[src/rtl/debug_uart_transceiver.sv]
// 8N1 debug UART: RX (2-flop synchronised, mid-bit sampling) and TX sharing one clock and reset.
// Define DEBUG_UART_LOOPBACK_EN to feed the TX line into the RX path for self-test.
module debug_uart_transceiver #(
  parameter int unsigned TICKS_PER_BIT      = 1146,
  parameter int unsigned TICKS_PER_BIT_SIZE = 11
) (
  input  logic       i_clk,
  input  logic       reset,
  input  logic       i_enable,
  input  logic       i_din_priortobuffer,
  output logic [7:0] o_rxdata,
  output logic       o_recvdata,
  output logic       o_rx_busy,
  input  logic       i_start,
  input  logic [7:0] i_data,
  output logic       o_done,
  output logic       o_busy,
  output logic       o_dout
);

  typedef logic [TICKS_PER_BIT_SIZE-1:0] tick_t;
  localparam tick_t TickLast = tick_t'(TICKS_PER_BIT - 1);
  localparam tick_t TickHalf = tick_t'(TICKS_PER_BIT / 2);

  typedef enum logic [4:0] {
    RxIdle  = 5'b00001,
    RxStart = 5'b00010,
    RxData  = 5'b00100,
    RxStop  = 5'b01000,
    RxDone  = 5'b10000
  } rx_state_e;

  typedef enum logic [1:0] {TxIdle, TxStart, TxData, TxStop} tx_state_e;

  rx_state_e  rx_state_q, rx_state_d;
  tick_t      rx_cnt_q, rx_cnt_d;
  logic [2:0] rx_bit_q, rx_bit_d;
  logic [7:0] rx_shift_q, rx_shift_d;
  logic [7:0] rx_data_q, rx_data_d;
  logic       rx_armed_q, rx_armed_d;
  logic       rx_meta_q, rx_sync_q, rx_line;

  tx_state_e  tx_state_q, tx_state_d;
  tick_t      tx_cnt_q, tx_cnt_d;
  logic [2:0] tx_bit_q, tx_bit_d;
  logic [7:0] tx_shift_q, tx_shift_d;
  logic       tx_dout_q, tx_dout_d;
  logic       tx_done_q, tx_done_d;

`ifdef DEBUG_UART_LOOPBACK_EN
  logic unused_din;
  assign unused_din = i_din_priortobuffer;
  assign rx_line    = tx_dout_q;
`else
  assign rx_line    = i_din_priortobuffer;
`endif

  always_ff @(posedge i_clk or negedge reset) begin
    if (!reset) begin
      rx_meta_q  <= 1'b1;
      rx_sync_q  <= 1'b1;
      rx_state_q <= RxIdle;
      rx_cnt_q   <= '0;
      rx_bit_q   <= '0;
      rx_shift_q <= '0;
      rx_data_q  <= '0;
      rx_armed_q <= 1'b1;
    end else begin
      rx_meta_q  <= rx_line;
      rx_sync_q  <= rx_meta_q;
      rx_state_q <= rx_state_d;
      rx_cnt_q   <= rx_cnt_d;
      rx_bit_q   <= rx_bit_d;
      rx_shift_q <= rx_shift_d;
      rx_data_q  <= rx_data_d;
      rx_armed_q <= rx_armed_d;
    end
  end

  always_comb begin
    rx_state_d = rx_state_q;
    rx_cnt_d   = rx_cnt_q;
    rx_bit_d   = rx_bit_q;
    rx_shift_d = rx_shift_q;
    rx_data_d  = rx_data_q;
    rx_armed_d = rx_armed_q;
    unique case (rx_state_q)
      RxIdle: begin
        // After a framing error the line must be seen high before a new start is accepted.
        if (rx_sync_q) rx_armed_d = 1'b1;
        if (i_enable && rx_armed_q && !rx_sync_q) begin
          rx_state_d = RxStart;
          rx_cnt_d   = '0;
        end
      end
      RxStart: begin
        if (rx_cnt_q == TickHalf) begin
          rx_cnt_d   = '0;
          rx_bit_d   = '0;
          rx_state_d = rx_sync_q ? RxIdle : RxData;
        end else begin
          rx_cnt_d = rx_cnt_q + tick_t'(1);
        end
      end
      RxData: begin
        if (rx_cnt_q == TickLast) begin
          rx_cnt_d   = '0;
          rx_shift_d = {rx_sync_q, rx_shift_q[7:1]};
          rx_bit_d   = rx_bit_q + 3'd1;
          if (rx_bit_q == 3'd7) rx_state_d = RxStop;
        end else begin
          rx_cnt_d = rx_cnt_q + tick_t'(1);
        end
      end
      RxStop: begin
        if (rx_cnt_q == TickLast) begin
          rx_cnt_d = '0;
          if (rx_sync_q) begin
            rx_data_d  = rx_shift_q;
            rx_state_d = RxDone;
          end else begin
            rx_armed_d = 1'b0;
            rx_state_d = RxIdle;
          end
        end else begin
          rx_cnt_d = rx_cnt_q + tick_t'(1);
        end
      end
      RxDone:  rx_state_d = RxIdle;
      default: rx_state_d = RxIdle;
    endcase
  end

  assign o_rxdata   = rx_data_q;
  assign o_recvdata = (rx_state_q == RxDone);
  assign o_rx_busy  = (rx_state_q != RxIdle);

  always_ff @(posedge i_clk or negedge reset) begin
    if (!reset) begin
      tx_state_q <= TxIdle;
      tx_cnt_q   <= '0;
      tx_bit_q   <= '0;
      tx_shift_q <= '0;
      tx_dout_q  <= 1'b1;
      tx_done_q  <= 1'b0;
    end else begin
      tx_state_q <= tx_state_d;
      tx_cnt_q   <= tx_cnt_d;
      tx_bit_q   <= tx_bit_d;
      tx_shift_q <= tx_shift_d;
      tx_dout_q  <= tx_dout_d;
      tx_done_q  <= tx_done_d;
    end
  end

  always_comb begin
    tx_state_d = tx_state_q;
    tx_cnt_d   = tx_cnt_q;
    tx_bit_d   = tx_bit_q;
    tx_shift_d = tx_shift_q;
    tx_dout_d  = tx_dout_q;
    tx_done_d  = 1'b0;
    unique case (tx_state_q)
      TxIdle: begin
        if (i_start) begin
          tx_shift_d = i_data;
          tx_dout_d  = 1'b0;
          tx_cnt_d   = '0;
          tx_bit_d   = '0;
          tx_state_d = TxStart;
        end
      end
      TxStart: begin
        if (tx_cnt_q == TickLast) begin
          tx_cnt_d   = '0;
          tx_dout_d  = tx_shift_q[0];
          tx_state_d = TxData;
        end else begin
          tx_cnt_d = tx_cnt_q + tick_t'(1);
        end
      end
      TxData: begin
        if (tx_cnt_q == TickLast) begin
          tx_cnt_d = '0;
          if (tx_bit_q == 3'd7) begin
            tx_dout_d  = 1'b1;
            tx_state_d = TxStop;
          end else begin
            // Bit 0 of the shift register is always the bit currently on the line.
            tx_shift_d = {1'b0, tx_shift_q[7:1]};
            tx_dout_d  = tx_shift_q[1];
            tx_bit_d   = tx_bit_q + 3'd1;
          end
        end else begin
          tx_cnt_d = tx_cnt_q + tick_t'(1);
        end
      end
      TxStop: begin
        if (tx_cnt_q == TickLast) begin
          tx_cnt_d   = '0;
          tx_done_d  = 1'b1;
          tx_state_d = TxIdle;
        end else begin
          tx_cnt_d = tx_cnt_q + tick_t'(1);
        end
      end
      default: tx_state_d = TxIdle;
    endcase
  end

  assign o_dout = tx_dout_q;
  assign o_done = tx_done_q;
  assign o_busy = (tx_state_q != TxIdle);

endmodule

[config.mk]
export PLATFORM = sky130hd
export DESIGN_NAME = debug_uart_transceiver
export DESIGN_NICKNAME = d
export VERILOG_FILES = /design/src/rtl/debug_uart_transceiver.sv
export SDC_FILE = /design/constraint.sdc
export NUM_CORES = 1
export LEC_CHECK = 0
export BUFFER_PORTS_ARGS = -buffer_cell sky130_fd_sc_hd__buf_2
export CORE_ASPECT_RATIO = 1.25
export CORE_MARGIN = 1
export CORE_UTILIZATION = 40
export CTS_BUF_LIST = sky130_fd_sc_hd__clkbuf_4 sky130_fd_sc_hd__clkbuf_8 sky130_fd_sc_hd__clkbuf_16
export DETAILED_ROUTE_END_ITERATION = 8
export PLACE_DENSITY = 0.56
export SLEW_MARGIN = 20
export SYNTH_ARGS = -nofsm -noshare
export SYNTH_HDL_FRONTEND = slang
export SYNTH_SLANG_ARGS = --single-unit
export TNS_END_PERCENT = 30
[constraint.sdc]
create_clock -name i_clk -period 4.7 [get_ports i_clk]
set_input_delay 1.41 -clock i_clk [delete_from_list [all_inputs] [get_ports i_clk]]
set_output_delay 1.41 -clock i_clk [all_outputs]
set_load 0.1 [all_outputs]
# Word level (Yosys, flattened, before mapping)
# Index checks and enable logic that the tools add are counted.
# totals
output_inout_bits	13
word_cells	109
regBits	64
# op_classes
mux	43
n_eq_ne	27
add_sub_neg	4
n_reduce_logical	21
# ops
op	count
2-to-1 mux 11 bit	5
case mux 11 bit (3 select lines)	1
2-to-1 mux 5 bit	6
!= test 2 bit (second input constant)	13
2-to-1 mux 8 bit	3
adder 11 x 1 -> 11 bit (second input constant)	2
== test 11 bit (second input constant)	2
case mux 11 bit (2 select lines)	1
case mux 5 bit (4 select lines)	1
2-to-1 mux 3 bit	6
case mux 8 bit (2 select lines)	1
case mux 3 bit (2 select lines)	2
AND reduction 4 bit	3
== test 11 x 10 -> 1 bit (second input constant)	1
2-to-1 mux 2 bit	5
AND reduction 5 bit	2
2-to-1 mux 1 bit	9
case mux 2 bit (4 select lines)	1
nonzero test 2 bit	4
adder 3 x 1 -> 3 bit (second input constant)	2
== test 3 bit (second input constant)	2
AND reduction 3 bit	2
nonzero test 3 bit	2
== test 5 x 1 -> 1 bit (second input constant)	1
other kinds (15)	18

# Depth between registers and ports, before layout
# Gate-level depths: netlist of run 1.
# logic_depth
depth_word	4
depth_mapped	9
ltp_nobuf	7

# Least setup slack after synthesis of run 1
# No wires, ideal clock.
# synth_path
path_type	register to output
startpoint	reg rx_state_q[1]
endpoint	out o_recvdata
t_required_ps	3290
setup_slack_ps	714
stages_incl_launch_ff	4
t_arrival_ps	2576
path_cell_list	dfrtp_1 > nor2_1 > nand2_1 > nor3_1
# synth_between
elab_chain_len	1
# synth_lines
element	line	source
start: declaration	35	rx_state_e rx_state_q, rx_state_d;
start signal: assignment	62	rx_state_q <= RxIdle;
start signal: assignment	71	rx_state_q <= rx_state_d;
== test 5 bit	135	assign o_recvdata = (rx_state_q == RxDone);
end: declaration	12	output logic o_recvdata,
# Every way passes these cells.

# Worst setup path after layout of run 1
# layout_path
startpoint	reg tx_state_q[0]
endpoint	out o_busy
# layout_between
elab_chain_len	1
# layout_lines
element	line	source
start: declaration	43	tx_state_e tx_state_q, tx_state_d;
start signal: assignment	140	tx_state_q <= TxIdle;
start signal: assignment	147	tx_state_q <= tx_state_d;
nonzero test 2 bit	213	assign o_busy = (tx_state_q != TxIdle);
end: declaration	17	output logic o_busy,
# Every way passes these cells.

==> impl_metrics.ini, run 1 <==
[yosys]
synth.area.top_cells = dfrtp_1 (45%), mux2_2 (11%), o21ai_0 (5.8%)
synth_xor_area_share_pct = 0.267
synth-simple-area-share_pct = 17.4
synth-seq-cells = 64
avgSynthCellArea_um2 = 10.3
synth_edf_count = 0
yosysTopAreaCell = dfrtp_1
netlist_top_cells_count = dfrtp_1 (59), o21ai_0 (38), nand2_1 (37)
ys.flop_type = dfrtp_1
synth_top_family_by_area = simple AND/OR/NAND/NOR gates
synthMuxAreaShare_pct = 11.0
yosysMostFrequentCell = dfrtp_1
synth_compound_area_share_pct = 14.0
yosysTopAreaCellShare_pct = 45.1
async_flop_share_pct = 100
yosys_warnings = 0
ys_seq_area_share_pct = 49.1
synth_fa_ha_area_share_pct = 4.58
synth_cells = 319
synth.distinct_cells = 53
syn_nets = 344
netlist_area_um2 = 3280

[floorplan]
start_util_pct = 41.6
die_x_um = 83.0
die_y_um = 103
die_area_um2 = 8560
coreArea_um2 = 7880
num_rows = 36
ios = 26

[place]
place_ws_ns = 1.97
dpl_cell_area_um2 = 3460
placedCellCount = 429
io_buffers = 25
dp_hpwl_mm = 4.37
gp_congestion = 0.812

[cts]
insertion_delay_ns = 0.34
cts_buffers = 9
cts_root_buffer = clkbuf_8
cts.sinks = 64
cts_resized = 0
holdBufCountCts = 0
cts_setup_buffers = 0
ctsLongestPathBuffers = 2
clk_pin_slew_ns = 0.07
h-tree-depth = 3
cts_tree = built

[detailed_routing]
vias_per_cell = 5.53
drtIter0Drc = 116
wl_mm = 6.38
firstDrtPassIters = 4
drc_errors = 0
ant_nets = 0
wl_per_cell_um = 14.3
num_vias = 2463

[power]
p_leak_nw = 1.70
vdd_drop_max_mv = 0.392
p_per_area_nw_per_um2 = 537

[timing]
final-max-slew-violation-count = 0
holdWs_ns = 0.365
final.period_utilization_pct = 65.9
worstMarginPinSlew_ns = 0.902
rsz0062_at_grt = false
fmax_mhz = 323
skew_ns = 0.0110
max_slew_margin_pct = 39.8
finalCriticalPeriod_ns = 3.10
setup_viol = 0
setup_slack_ns = 1.60
setup_tns_ns = 0
hold_viol = 0

[final_layout]
areaGrowthSynthToFinish_pct = 12.2
stdcell_count = 445
n_antenna_cell = 0
layout.nets = 370
fillers = 778
drive_gt1_share_pct = 24.3
fin_area_um2 = 3680

[setup_path]
critical_path_arrival_ns = 1.69
worstPathMaxFanout = 7
crit_required_ns = 3.29
worst_setup_path_end_kind = output port
worstSetupPathType = reg -> out
start_kind = flip-flop

[global_routing]
grt_pass1_wl_mm = 11.2
grt_use_total_pct = 16.4
grt_max_degree = 41
gr-total-overflow = 0
antenna_found_initial = 0
grt_pass1_vias = 2407

[run]
cap_viol_max_count = 0

[hold_path]
hold_path.class = reg -> reg

[status]
status = complete, no violations
routing by layer:
metal | part of all wire [%] | global-route usage (%) | up-vias
met3 | 3.0 | 3.33 | 10
met2 | 48 | 27.7 | 53
met4 | 1.8 | 8.49 | 0
li1 | - | - | 1207
met5 | 0 | 0 | -
met1 | 47 | 20.3 | 1193
path summary, 6_finish.rpt:
path	start	endpoint	slack [ns]	depth (start not counted)
max	tx_state_q[0]	o_busy	1.60	4
min	rx_meta_q	rx_sync_q	0.37	0
max reg2reg	tx_cnt_q[1]	tx_shift_q[3]	2.29	7
min reg2reg	rx_meta_q	rx_sync_q	0.37	0
max in group asynchronous	reset	rx_sync_q	2.58	2
min in group asynchronous	reset	tx_cnt_q[1]	1.20	1
stage by stage:
step	utilization, %	power (mW)
after floorplan	-	1.32
after global placement	43.9	1.45
after detailed placement	43.9	1.46
after CTS	46.7	1.99
after global routing	46.7	2.10
final	46.7	1.97
final cells by class:
type,count,area (um^2),area share [%]
Sequential cell,64,1610,43.7
Multi-Input combinational cell,230,1550,42.1
Tap cell,95,119,3.23
Clock inverter,6,83.8,2.28
Clock buffer,10,131,3.57
Timing Repair Buffer,27,140,3.81
Inverter,13,48.8,1.33
worst max-delay path, stage by stage (launching register included):
cell	delay, ns
dfrtp_1	0.40
inv_1	0.08
ha_1	0.28
inv_1	0.15
buf_2	0.44
cell usage in the layout, fill, tap and decap left out, types with 2 or more instances in the layout:
cell type	n
dfrtp_1	59
o21ai_0	38
nand2_1	37
mux2_2	31
buf_2	25
nor2_1	17
inv_1	13
a31oi_1	12
ha_1	12
clkbuf_8	9
nand3_1	8
and3_1	7
a21oi_1	7
nand4_1	6
and2_1	5
dfstp_2	5
nor3_1	4
nor2b_1	4
nand2b_1	4
o22ai_1	3
o31ai_1	3
clkinv_2	3
and3b_1	2
nor4bb_1	2
o41ai_1	2
bufinv_16	2
buf_4	2
power by group:
part           internal (mW)  switching [mW]  total, mW  leakage (nW)
combinational          0.262           0.401      0.663         0.745
clock                  0.304           0.217      0.521         0.114
sequential             0.672           0.119      0.791         0.842
registers in the layout, indices dropped and copies added, names as in the netlist:
name / flops
rx_meta_q: 1
rx_state_q: 5
rx_shift_q: 8
rx_bit_q: 3
tx_bit_q: 3
rx_armed_q: 1
tx_shift_q: 8
rx_sync_q: 1
o_rxdata: 8
o_done: 1
o_dout: 1
tx_cnt_q: 11
tx_state_q: 2
rx_cnt_q: 11
logic make-up (layout without fill, tap and decap cells):
family                     Yosys count  in the layout
xor gates and xnor gates             1              1
AOI/OAI and AO/OA                   76             76
adders and majority gates           12             12
and+or+nand+nor                    109            109
muxes                               32             32
buffers and inverters               25             56
DFF                                 64             64
Power figures use the tool's default switching activity.
==> run 2, diff against run 1 <==
==> constraint.sdc (replaced) <==
create_clock -name i_clk -period 2.95 [get_ports i_clk]
set_input_delay 0.885 -clock i_clk [delete_from_list [all_inputs] [get_ports i_clk]]
set_output_delay 0.885 -clock i_clk [all_outputs]
set_load 0.1 [all_outputs]
==> impl_metrics.ini, run 2 (synthesis results as in run 1) <==
[detailed_routing]
wl_mm = 6.29
wl_per_cell_um = 14.1
vias_per_cell = 5.39
num_vias = 2403
firstDrtPassIters = 4
ant_nets = 0
drtIter0Drc = 84
drc_errors = 0

[power]
p_seq_share_pct = 38.6
swShare_pct = 36.1
p_sw_mw = 1.18
p_leak_nw = 1.72
vdd_drop_max_mv = 0.565
combPwrFrac_pct = 32.5
power.share.clock_pct = 28.9
p_int_mw = 2.08
p_per_area_nw_per_um2 = 871

[cts]
ctsLongestPathBuffers = 2
cts_buffers = 9
cts_resized = 0
insertion_delay_ns = 0.34
cts_tree = built
cts.sinks = 64
h-tree-depth = 3
cts_setup_buffers = 0
cts_root_buffer = clkbuf_8
clk_pin_slew_ns = 0.07
holdBufCountCts = 0

[final_layout]
layout.nets = 371
reg.largest.list = rx_cnt_q x11, tx_cnt_q x11
n_antenna_cell = 0
layout_common_cells = dfrtp_1 (59), o21ai_0 (38), nand2_1 (37)
final_common_cell = dfrtp_1
areaGrowthSynthToFinish_pct = 14.1
drive_gt1_share_pct = 24.8

[global_routing]
grt_pass1_wl_mm = 10.8
antenna_found_initial = 0
grt_use_total_pct = 16.0
gr-total-overflow = 0
grt_max_degree = 51
grt_pass1_vias = 2312

[place]
dp_hpwl_mm = 4.38
io_buffers = 25
gp_congestion = 0.814

[setup_path]
crit_required_ns = 2.07
worstSetupPathType = reg -> out
r2r_cells = 7
regToRegEndpoint = tx_shift_q[3]
reg2reg_slack_ns = 0.54
start_kind = flip-flop
critical_path_arrival_ns = 1.72
worstPathMaxFanout = 7
worst_setup_path_end_kind = output port
rr_startpoint = tx_cnt_q[1]

[timing]
setup_viol = 0
max_slew_margin_pct = 57.1
fmax_mhz = 383
final-max-slew-violation-count = 0
holdWs_ns = 0.362
hold_viol = 0
setup_tns_ns = 0
rsz0062_at_grt = false
worstMarginPinSlew_ns = 0.638
finalCriticalPeriod_ns = 2.61
skew_ns = 0.0105
final.period_utilization_pct = 88.4

[floorplan]
die_x_um = 83.0
ios = 26
num_rows = 36
coreArea_um2 = 7880
die_area_um2 = 8560
die_y_um = 103
start_util_pct = 41.6

[hold_path]
hold_path_depth = 0
hold_path.class = reg -> reg
hold_path_end = rx_sync_q
holdCritStartpoint = rx_meta_q

[run]
cap_viol_max_count = 0

[status]
status = complete, no violations
-- run 2: cell count changes in the layout (fill, tap and decap cells not counted), sizes merged --
cell	previous run	this run
clkinv	3	0
buf	27	28
clkinvlp	0	2
bufinv	2	3
-- run 2: layout make-up --
| class | instances | area, um^2 |
|---|---|---|
| fillers | 757 | 4140 |
| multi-input cells | 230 | 1550 |
| clock inverters | 6 | 114 |
| inverters | 13 | 48.8 |
| clock buffers | 10 | 138 |
| repair buffers | 28 | 160 |
| well taps | 95 | 119 |
| flip-flops and latches | 64 | 1610 |
-- run 2: power groups by stage --
| stage | clock network [mW] | registers, mW | logic [mW] |
|---|---|---|---|
| floorplan | 0 | 1.26 | 0.843 |
| global placement | 0 | 1.27 | 1.05 |
| detailed placement | 0 | 1.27 | 1.06 |
| CTS | 0.974 | 1.25 | 1.07 |
| global route | 1.00 | 1.29 | 1.18 |
| finish | 0.942 | 1.26 | 1.06 |
-- run 2: how the worst max path moves through the flow --
stage | from | to | slack, ns | cells after the start
after detailed placement | tx_cnt_q[1] | tx_shift_q[3] | 0.51 | 7
after CTS | tx_state_q[0] | o_busy | 0.33 | 4
after floorplan | rx_state_q[1] | o_recvdata | 0.35 | 3
after global placement | tx_cnt_q[1] | tx_shift_q[3] | 0.64 | 7
after global routing | tx_state_q[0] | o_busy | 0.24 | 4
final | tx_state_q[0] | o_busy | 0.34 | 4
-- run 2: routing by layer --
layer | routed length (um) | vias up | global-route usage, %
li1 | - | 1205 | -
met1 | 2990 | 1144 | 19.7
met2 | 2950 | 40 | 25.8
met3 | 180 | 14 | 3.89
met4 | 166 | 0 | 9.68
met5 | 0 | - | 0
-- run 2: metrics by stage --
stage          instances  power [mW]  setup slack, ns  util [%]  area, um^2
6_report             446        3.26            0.341      47.4        3740
5_1_grt              446        3.47            0.238      47.4        3740
4_1_cts              446        3.29            0.331      47.4        3740
3_5_place_dp         430        2.33            0.507      44.2        3490
3_3_place_gp         430        2.31            0.638      44.2        3490
2_1_floorplan        319        2.10            0.348         -        3280
-- run 2: worst max-delay path: stages, from the launching register on --
cell,delay [ns]
dfrtp_1,0.40
inv_1,0.08
ha_1,0.29
inv_1,0.16
buf_2,0.45
==> run 3, diff against run 2 <==
--- a/config.mk
+++ b/config.mk
@@ -12,6 +12,7 @@
 export CTS_BUF_LIST = sky130_fd_sc_hd__clkbuf_4 sky130_fd_sc_hd__clkbuf_8 sky130_fd_sc_hd__clkbuf_16
 export DETAILED_ROUTE_END_ITERATION = 8
 export PLACE_DENSITY = 0.56
+export REMOVE_ABC_BUFFERS = 1
 export SLEW_MARGIN = 20
 export SYNTH_ARGS = -nofsm -noshare
 export SYNTH_HDL_FRONTEND = slang
==> impl_metrics.ini, run 3 (synthesis results as in run 1) <==
[status]
status = complete, no violations

[detailed_routing]
drc_errors = 0
routed-wl-met2_mm = 3.04
vias_per_cell = 5.34
firstDrtPassIters = 4
wl_met1_mm = 2.92
top_layer = met4
wl_mm = 6.20
num_vias = 2381
wl_per_cell_um = 13.9
ant_nets = 0
drtIter0Drc = 93
met3WireLength_um = 150

[timing]
max_slew_margin_pct = 56.2
setup_viol = 0
skew_ns = 0.00655
final.period_utilization_pct = 87.4
setup_tns_ns = 0
finalCriticalPeriod_ns = 2.58
rsz0062_at_grt = false
hold_viol = 0
fmax_mhz = 388
final-max-slew-violation-count = 0
worstMarginPinSlew_ns = 0.651
holdWs_ns = 0.355

[floorplan]
die_y_um = 103
coreArea_um2 = 7880
die_x_um = 83.0
die_area_um2 = 8560
num_rows = 36
start_util_pct = 41.6
ios = 26

[cts]
holdBufCountCts = 0
cts_root_buffer = clkbuf_8
cts_buffers = 9
cts_resized = 0
h-tree-depth = 3
cts_setup_buffers = 0
cts.sinks = 64
clk_pin_slew_ns = 0.08
ctsLongestPathBuffers = 2
insertion_delay_ns = 0.33
cts_tree = built

[place]
dp_hpwl_mm = 4.24
gp_congestion = 0.772
io_buffers = 25
placedCellCount = 430
dpl_cell_area_um2 = 3480

[final_layout]
drive_gt1_share_pct = 24.5
final_core_util_pct = 47.4
fin_area_um2 = 3730
reg.largest.list = rx_cnt_q x11, tx_cnt_q x11
n_antenna_cell = 0
fillers = 745
areaGrowthSynthToFinish_pct = 14.0
layout.nets = 371
stdcell_count = 446
final_common_cell = dfrtp_1
layout_common_cells = dfrtp_1 (59), o21ai_0 (38), nand2_1 (37)

[global_routing]
grt_max_degree = 65
grt_pass1_vias = 2340
grt_use_total_pct = 16.0
grt_pass1_wl_mm = 11.0
antenna_found_initial = 0
gr-total-overflow = 0

[setup_path]
crit_top_cell = inv_1
crit_required_ns = 2.07
reg2reg_slack_ns = 0.51
worst_setup_path_end_kind = output port
worstSetupPathType = reg -> out
cpPeakStageDelay_ns = 0.45
critical-path-top-delay-family = buffers and inverters
crit_slowest_cell = buf_2
r2r_cells = 7
worst-path-buf-inv = 3
regToRegEndpoint = tx_shift_q[1]
critical_path_arrival_ns = 1.69
crit_chain = inv_1, ha_1, inv_1, buf_2
rr_startpoint = tx_cnt_q[1]
start_kind = flip-flop
worstPathMaxFanout = 7

[power]
p_int_mw = 2.08
vdd_drop_max_mv = 0.542
power.share.clock_pct = 29.1
p_per_area_nw_per_um2 = 873
p_seq_share_pct = 38.5
combPwrFrac_pct = 32.4
swShare_pct = 36.2
p_leak_nw = 1.72
p_sw_mw = 1.18

[run]
cap_viol_max_count = 0

[hold_path]
hold_path_depth = 0
hold_path.class = reg -> reg
hold_path_end = rx_sync_q
holdCritStartpoint = rx_meta_q
run 3: cell types whose count changed in the layout (fill, tap and decap cells not counted), sizes merged:
cell,delta
clkinvlp,-1
clkinv,+1
run 3: routing by layer:
metal  up-vias  GRT usage (%)
met3         8           2.54
met4         0           8.36
met2        35           26.5
li1       1202              -
met5         -              0
met1      1136           20.4
run 3: worst max path at each step:
| stage | start | slack (ns) | depth (start not counted) | to |
|---|---|---|---|---|
| floorplan | rx_state_q[1] | -0.52 | 3 | o_recvdata |
| global placement | tx_cnt_q[1] | 0.64 | 7 | tx_shift_q[3] |
| detailed placement | tx_cnt_q[1] | 0.50 | 7 | tx_shift_q[1] |
| CTS | tx_state_q[0] | 0.36 | 4 | o_busy |
| global route | tx_cnt_q[1] | 0.21 | 7 | tx_shift_q[0] |
| finish | tx_state_q[0] | 0.37 | 4 | o_busy |
run 3: power by group through the flow:
stage               sequential, mW  clock (mW)  combinational [mW]
CTS                           1.26       0.974                1.07
finish                        1.26       0.949                1.06
detailed placement            1.27           0                1.06
global placement              1.27           0                1.05
global route                  1.29        1.01                1.18
floorplan                     1.27           0               0.798
run 3: per-stage QoR:
| stage | total power, mW | setup slack (ns) |
|---|---|---|
| 6_report | 3.26 | 0.373 |
| 5_1_grt | 3.48 | 0.214 |
| 4_1_cts | 3.29 | 0.364 |
| 3_5_place_dp | 2.33 | 0.499 |
| 3_3_place_gp | 2.31 | 0.640 |
| 2_1_floorplan | 2.07 | -0.516 |
run 3: final cells by class:
class / count / area [um^2] / area share [%]
sequential: 64 / 1610 / 43.0
timing repair buffer: 28 / 160 / 4.29
multi-input combinational: 230 / 1550 / 41.4
clock inverter: 6 / 115 / 3.08
inverter: 13 / 48.8 / 1.31
tap: 95 / 119 / 3.18
clock buffer: 10 / 138 / 3.69
